`src/rtl/mult_pkg.sv`:
```
// ---------------------------------------------------------------------------
// mult_pkg
// Shared definitions for the iterative shift-add multiplier:
//   state_e       - controller states (IDLE, RUN, FIX, DONE)
//   BPC_LEGAL     - multiplier bits retired per RUN cycle that are supported
//   bpc_legal()   - membership test against BPC_LEGAL
//   max_latency() - worst-case accept-to-valid latency in clock edges
// ---------------------------------------------------------------------------
package mult_pkg;

   typedef enum logic [1:0] {
      IDLE = 2'd0,
      RUN  = 2'd1,
      FIX  = 2'd2,
      DONE = 2'd3
   } state_e;

   localparam int BPC_LEGAL [3] = '{1, 2, 4};

   function automatic bit bpc_legal(input int bpc);
      bit ok;
      ok = 1'b0;
      for (int i = 0; i < 3; i++) begin
         if (BPC_LEGAL[i] == bpc) ok = 1'b1;
      end
      return ok;
   endfunction

   // Full-width multiplier: one RUN cycle per BPC-bit digit, one RUN cycle to
   // see the exhausted multiplier, one FIX cycle and one output-register cycle.
   function automatic int max_latency(input int width, input int bpc);
      return 3 + width / bpc;
   endfunction

endpackage

```
`src/rtl/mult_iter_cond_negate.sv`:
```
// ---------------------------------------------------------------------------
// cond_negate
// Combinational two's-complement conditional negation.
//   en_i  - 1 = output the two's-complement negation of in_i
//   in_i  - W-bit operand
//   out_o - en_i ? -in_i : in_i (modulo 2^W)
// ---------------------------------------------------------------------------
module cond_negate #(
   parameter int W = 32
) (
   input  logic         en_i,
   input  logic [W-1:0] in_i,
   output logic [W-1:0] out_o
);

   assign out_o = en_i ? (~in_i + W'(1)) : in_i;

endmodule

```
`src/rtl/mult_iter.sv`:
```
// ---------------------------------------------------------------------------
// mult_iter
// Iterative shift-add multiplier producing the full 2*WIDTH product of two
// WIDTH-bit operands, each independently signed or unsigned. Operands are
// converted to magnitudes at accept, multiplied BPC bits per cycle with early
// exit once the remaining multiplier is zero, then the sign is reapplied.
//
// Ports:
//   clk, rst            - clock; asynchronous active-high reset
//   in_valid / in_ready - request handshake (in_ready low while busy or flush)
//   in_a, in_b          - multiplicand / multiplier
//   in_sgn_a, in_sgn_b  - 1 = corresponding operand is two's complement
//   in_tag              - tag returned with the result
//   flush               - synchronous squash of any in-flight or held result
//   out_valid/out_ready - result handshake
//   out_prod, out_tag   - product and its tag, stable while out_valid
//   busy                - controller not in IDLE
// ---------------------------------------------------------------------------
module mult_iter
   import mult_pkg::*;
#(
   parameter int WIDTH = 32,
   parameter int BPC   = 1,
   parameter int TAG_W = 5
) (
   input  logic               clk,
   input  logic               rst,
   input  logic               in_valid,
   output logic               in_ready,
   input  logic [WIDTH-1:0]   in_a,
   input  logic [WIDTH-1:0]   in_b,
   input  logic               in_sgn_a,
   input  logic               in_sgn_b,
   input  logic [TAG_W-1:0]   in_tag,
   input  logic               flush,
   output logic               out_valid,
   input  logic               out_ready,
   output logic [2*WIDTH-1:0] out_prod,
   output logic [TAG_W-1:0]   out_tag,
   output logic               busy
);

   localparam int PW = 2 * WIDTH;

   state_e             state_q,   state_d;
   logic [PW-1:0]      mcand_q,   mcand_d;
   logic [WIDTH-1:0]   magb_q,    magb_d;
   logic [PW-1:0]      acc_q,     acc_d;
   logic               neg_q,     neg_d;
   logic [TAG_W-1:0]   tag_q,     tag_d;
   logic               out_valid_q, out_valid_d;
   logic [PW-1:0]      out_prod_q,  out_prod_d;
   logic [TAG_W-1:0]   out_tag_q,   out_tag_d;

   logic               neg_a, neg_b;
   logic [WIDTH-1:0]   mag_a, mag_b;
   logic [PW-1:0]      acc_fixed;
   logic [PW-1:0]      partial;
   logic               accept;

   assign neg_a = in_sgn_a & in_a[WIDTH-1];
   assign neg_b = in_sgn_b & in_b[WIDTH-1];

   // |-2^(WIDTH-1)| wraps to 2^(WIDTH-1), which is still correct read unsigned.
   cond_negate #(.W(WIDTH)) u_neg_a (.en_i(neg_a), .in_i(in_a),  .out_o(mag_a));
   cond_negate #(.W(WIDTH)) u_neg_b (.en_i(neg_b), .in_i(in_b),  .out_o(mag_b));
   cond_negate #(.W(PW))    u_neg_p (.en_i(neg_q), .in_i(acc_q), .out_o(acc_fixed));

   assign in_ready = (state_q == IDLE) & ~flush;
   assign accept   = in_valid & in_ready;

   // mcand * mag_b[BPC-1:0] as a sum of shifted copies of mcand.
   always_comb begin
      partial = '0;
      for (int i = 0; i < BPC; i++) begin
         if (magb_q[i]) partial = partial + (mcand_q << i);
      end
   end

   always_comb begin
      state_d     = state_q;
      mcand_d     = mcand_q;
      magb_d      = magb_q;
      acc_d       = acc_q;
      neg_d       = neg_q;
      tag_d       = tag_q;
      out_valid_d = out_valid_q;
      out_prod_d  = out_prod_q;
      out_tag_d   = out_tag_q;

      unique case (state_q)
         IDLE: begin
            if (accept) begin
               mcand_d = {{WIDTH{1'b0}}, mag_a};
               magb_d  = mag_b;
               neg_d   = neg_a ^ neg_b;
               acc_d   = '0;
               tag_d   = in_tag;
               state_d = RUN;
            end
         end
         RUN: begin
            if (magb_q == '0) begin
               state_d = FIX;
            end else begin
               acc_d   = acc_q + partial;
               mcand_d = mcand_q << BPC;
               magb_d  = magb_q >> BPC;
            end
         end
         FIX: begin
            acc_d   = acc_fixed;
            state_d = DONE;
         end
         DONE: begin
            // First DONE cycle loads the output register; valid then holds
            // until the consumer takes it.
            if (!out_valid_q) begin
               out_valid_d = 1'b1;
               out_prod_d  = acc_q;
               out_tag_d   = tag_q;
            end else if (out_ready) begin
               out_valid_d = 1'b0;
               state_d     = IDLE;
            end
         end
         default: state_d = IDLE;
      endcase

      // Squash wins over everything, including a same-cycle out_ready.
      if (flush) begin
         state_d     = IDLE;
         out_valid_d = 1'b0;
      end
   end

   always_ff @(posedge clk or posedge rst) begin
      if (rst) begin
         state_q     <= IDLE;
         mcand_q     <= '0;
         magb_q      <= '0;
         acc_q       <= '0;
         neg_q       <= 1'b0;
         tag_q       <= '0;
         out_valid_q <= 1'b0;
         out_prod_q  <= '0;
         out_tag_q   <= '0;
      end else begin
         state_q     <= state_d;
         mcand_q     <= mcand_d;
         magb_q      <= magb_d;
         acc_q       <= acc_d;
         neg_q       <= neg_d;
         tag_q       <= tag_d;
         out_valid_q <= out_valid_d;
         out_prod_q  <= out_prod_d;
         out_tag_q   <= out_tag_d;
      end
   end

   assign out_valid = out_valid_q;
   assign out_prod  = out_prod_q;
   assign out_tag   = out_tag_q;
   assign busy      = (state_q != IDLE);

endmodule
```
`config.mk`:
```
export PLATFORM = sky130hd
export DESIGN_NAME = mult_iter
export DESIGN_NICKNAME = d
export VERILOG_FILES = /design/src/rtl/mult_pkg.sv /design/src/rtl/mult_iter_cond_negate.sv /design/src/rtl/mult_iter.sv
export SDC_FILE = /design/constraint.sdc
export NUM_CORES = 1
export LEC_CHECK = 0
export CAP_MARGIN = 20
export CORE_UTILIZATION = 35
export CTS_CLUSTER_SIZE = 10
export DETAILED_ROUTE_END_ITERATION = 8
export GPL_ROUTABILITY_DRIVEN = 0
export PLACE_DENSITY = 0.64
export SETUP_SLACK_MARGIN = 0.02
export SLEW_MARGIN = 20
export SYNTH_ARGS = -nofsm -noshare
export SYNTH_HDL_FRONTEND = slang
export SYNTH_SLANG_ARGS = --single-unit
```
`constraint.sdc`:
```
create_clock -name clk -period 10.1 [get_ports clk]
set_input_delay 2.02 -clock clk [delete_from_list [all_inputs] [get_ports clk]]
set_output_delay 2.02 -clock clk [all_outputs]
set_load 0.01 [all_outputs]
```
== Word-level counts from Yosys, hierarchy flattened ==
Cells that the tools add are included.
Widths: inputs -> output; s select.
Cells by class
  add/subtract/negate cells: 4
  equality and inequality tests: 10
  multiplexer cells: 23
  bitwise gates (word level): 10
  reduce and logical (&&, ||, !) cells: 11
Operator list (count)
  $mux 64: 6
  $pmux 64 s3: 1
  $mux 32: 4
  $pmux 64 s2: 1
  $add 32x1->32 const B: 2
  $add 64x1->64 const B: 1
  $add 64x64->64: 1
  $not 32->32: 2
  $not 64->64: 1
  $pmux 32 s2: 1
  $logic_not 32->1: 1
  $ne 3x3->1 const B: 4
  $mux 2: 5
  $pmux 2 s4: 1
  $reduce_and 4->1: 2
  $ne 2x2->1 const B: 3
  $reduce_bool 2->1: 3
  $and 1x1->1: 4
  $eq 2x2->1 const B: 2
  $mux 1: 4
  $reduce_and 2->1: 2
  $reduce_and 3->1: 1
  $reduce_bool 3->1: 1
  $eq 2x1->1 const B: 1
  other kinds (3): 4
Word-level totals
  flip-flop bits (word level): 238
  input port bits: 76
  output and inout port bits: 72

== Depth between registers and ports, before layout ==
  depth in word-level cells: 6
  mapped depth: 16

== Cells and area by module ==
From an unflattened synthesis, not the netlist that was laid out.
Second synthesis, totals
  cell total of the unflattened synthesis: 1930
  area, all modules: 17249.0 um^2
Modules (own cells, without submodules)
  mult_iter: times used 1, cells an instance 1526, area an instance 14046.0 um^2, seq. area each 5955.7 um^2
  cond_negate at u_neg_p: times used 1, cells an instance 206, area an instance 1649.1 um^2, seq. area each 0.0 um^2
  cond_negate at u_neg_a ...: times used 2, cells an instance 99, area an instance 777.0 um^2, seq. area each 0.0 um^2

== Worst setup path after synthesis ==
No wires, ideal clock.
  path type: in2reg
  start: input in_b[8]
  end: register magb_q[30]
  setup time: 0.133 ns
  arrival time: 4.337 ns
  path slack: 5.630 ns
  stages on the path: 10
  buffers on the path: 0
  cell sequence: or4_1 > or4_1 > nor3_1 > nand2_1 > o31ai_1 > o21ai_0 > xnor2_1 > nor2_1 > a21oi_1 > o21ai_0
On the way
  cells in the longest elaborated chain, start to end: 5
RTL lines
  start: declaration: line mult_iter.sv:31  | input logic [WIDTH-1:0] in_b,
  $not 32->32: line mult_iter_cond_negate.sv:16  | assign out_o = en_i ? (~in_i + W'(1)) : in_i;
  $add 32x1->32: line mult_iter_cond_negate.sv:16
  $mux 32: line mult_iter_cond_negate.sv:16
  $mux 32: line mult_iter.sv:93  | if (accept) begin
  $pmux 32 s2: line mult_iter.sv:91  | unique case (state_q)
  end signal: assignment: line mult_iter.sv:151  | magb_q <= magb_d;
  end: declaration: line mult_iter.sv:47  | logic [WIDTH-1:0] magb_q, magb_d;
No other way between the ends. The select of a mux whose other input is x is not followed.
A chain may end at the register's enable or synchronous reset.

== Final worst setup path ==
  start: input flush
  end: output in_ready
On the way
  cells in the longest elaborated chain, start to end: 2
RTL lines
  start: declaration: line mult_iter.sv:35  | input logic flush,
  $not 1->1: line mult_iter.sv:69  | assign in_ready = (state_q == IDLE) & ~flush;
  $and 1x1->1: line mult_iter.sv:69
  end: declaration: line mult_iter.sv:29  | output logic in_ready,
No other way between the ends.

==> flow_summary.ini <==
[synthesis]
yosysTopAreaCell = dfrtp_1
yosysWarnings = 0
syn-num-nets = 2075
ys_ff_latch = 238
avgSynthCellArea_um2 = 8.41
synth_top_area_share_pct = 36.7
synth_cell_type_count = 78
synth_ff_type = dfrtp_1
syn-cell-area_um2 = 16200
synth_edf_count = 0
synth_area_leaders = dfrtp_1, o21ai_0, ha_1
yosysSeqAreaShare_pct = 36.7
synthCells = 1927
synthArstFlopShare_pct = 100

[global_route]
antenna_found_initial = 9
grt_pass1_vias = 13724
grt-ovfl-total = 0
grt_usage_pct = 19.0
grt_pass1_wl_um = 73400
grt_start_max_net_pins = 123

[critical_path]
start_kind = input pin
cp.required_ns = 8.08
r2r_start = magb_q[0]
path_max_fanout = 4
crit_start = flush
worstPathArrival_ns = 3.25
crit_chain = clkdlybuf4s50_1, nor2_1, clkdlybuf4s50_1
cpPeakStageDelay_ns = 0.57
crit_slowest_cell = clkdlybuf4s50_1
reg2reg_slack_ns = 4.99
crit_type = input pin to output pin
endpoint_kind = output pin
cp_common_cell = clkdlybuf4s50_1
reg2reg_to = acc_q[63]
endpoint = in_ready
reg2regPathDepth = 13

[sta]
fin_crit_sh_pct = 52.2
period_minus_slack_ns = 5.27
timing.hold.ws_ns = 0.478
finClkSkew_ns = 0.0194
grt_setup_unrepaired = no
setup_violations = 0
final-hold-violation-count = 0
max_slew_margin_pct = 26.1
max_freq_mhz = 190
worstMarginPinSlew_ns = 1.08
drv_slew = 0
fin_setup_tns_ns = 0

[floorplan]
num_rows = 78
fp.dieW_um = 217
fp.dieArea_um2 = 47200
die_y_um = 217
core-area_um2 = 45600
io-pin-count = 148
initial_core_util_pct = 35.6

[cells_and_area]
drive_above_1_share_pct = 6.45
area_growth_pct = 17.3
nets = 2157
fillCellCount = 4551

[drt]
dr.pass1.iters = 5
wl_per_cell_um = 17.3
vias = 14670
wl_um = 45500
avgViaCountPerCell = 5.59
postRouteAntennaNets = 0
drt_iter0_drc = 1004
drt_drc_violations_left = 0

[clock_network]
postCtsHoldBufs = 0
cts_num_sinks = 238
htree_levels = 1
cts_resized = 0
clk_latency_ns = 0.56
clk_pin_slew_worst_paths_ns = 0.05
cts_root_buf = clkbuf_16
clk_path_buf_depth = 3
post_cts_buffers = 0
cts_tree = done
numCtsBuffers = 29

[pwr]
power_density_nw_per_um2 = 331
vdd_drop_max_v = 0.000255
leakage_nw = 8.35

[worst_hold_path]
hold_class = register to register
holdPathStages = 2

[flow_run]
maxCapViolCount = 0

[outcome]
outcome = complete, no violations

[place]
dp_hpwl_um = 32700
portBuffers = 147
[how the worst min path moves through the flow]
stage,startpoint,end,slack [ns]
floorplan,neg_q,neg_q,0.45
global placement,out_prod[27],out_prod[27],0.46
detailed placement,out_prod[27],out_prod[27],0.47
CTS,out_prod[27],out_prod[27],0.48
global route,out_prod[25],out_prod[25],0.50
finish,out_prod[27],out_prod[27],0.48
[layout by cell type (no fill, tap or decap), types with 51 or more instances in the layout]
cell / count
dfrtp_1: 238
clkdlybuf4s50_1: 147
mux2_2: 53
nor2_1: 163
nand2_1: 201
o21ai_0: 230
a21oi_1: 166
xor2_1: 53
xnor2_1: 51
and2_1: 71
ha_1: 70
[cell families after synthesis]
| group | after synthesis | synth area share (%) |
|---|---|---|
| AND/OR/NAND/NOR | 674 | 20.7 |
| adder cells (fa/ha/maj) | 72 | 5.60 |
| XOR/XNOR | 104 | 5.62 |
| AO/OA/AOI/OAI | 626 | 23.4 |
| multiplexers | 60 | 4.11 |
| buffers and inverters | 153 | 3.77 |
| flip-flops | 238 | 36.7 |
[state kept, by name, summed over array words and instances (netlist names), 2 cells and up]
signal and flops:
state_q 2, out_prod 64, magb_q 32, out_tag 5, acc_q 64, tag_q 5, mcand_q 64
[critical path, delay by kind of cell]
family	cells	cell delay (ns)
buffers and inverters	2	1.06
and+or+nand+nor	1	0.18
[where the power goes]
group	internal, mW	switching, mW	total [mW]
Sequential	1.29	0.361	1.65
Combinational	1.39	2.29	3.68
Clock	0.557	0.400	0.957
Total	3.24	3.05	6.29
[cells in the mapped netlist (44+ instances only)]
cell type,instances
xor2_1,53
ha_1,71
xnor2_1,51
inv_1,44
and2_1,71
a21oi_1,167
clkbuf_1,95
nor2_1,163
dfrtp_1,238
mux2_2,53
nor3_1,50
o21ai_0,230
nand2_1,201
[layout make-up]
type | count | area [um2] | share of cell area (%)
repair buffers | 160 | 1600 | 8.42
well taps | 600 | 751 | 3.95
clock inverters | 3 | 43.8 | 0.230
inverters | 44 | 173 | 0.908
diodes | 6 | 15.0 | 0.0790
clock buffers | 35 | 778 | 4.09
flip-flops and latches | 238 | 5960 | 31.3
multi-input cells | 1536 | 9690 | 51.0
[through the flow]
step	total power [mW]	std cells	setup WS, ns	instance area, um2	utilization, %
CTS	6.27	2614	4.81	18900	41.6
floorplan	4.23	1927	1.55	16200	-
global placement	5.22	2576	4.55	18100	39.8
finish	6.29	2622	4.83	19000	41.7
detailed placement	5.29	2576	4.44	18100	39.8
global route	6.81	2618	4.69	19000	41.7
[per-layer routing]
layer  track usage (%)  wire (um)  vias to the layer above
met5                 0         23                        -
met3              3.96       3320                       74
met2              29.8      20000                      455
met1              26.3      21000                     6960
met4              5.49       1090                        4
li1                  -          -                     7177
Power figures use the tool's default switching activity.
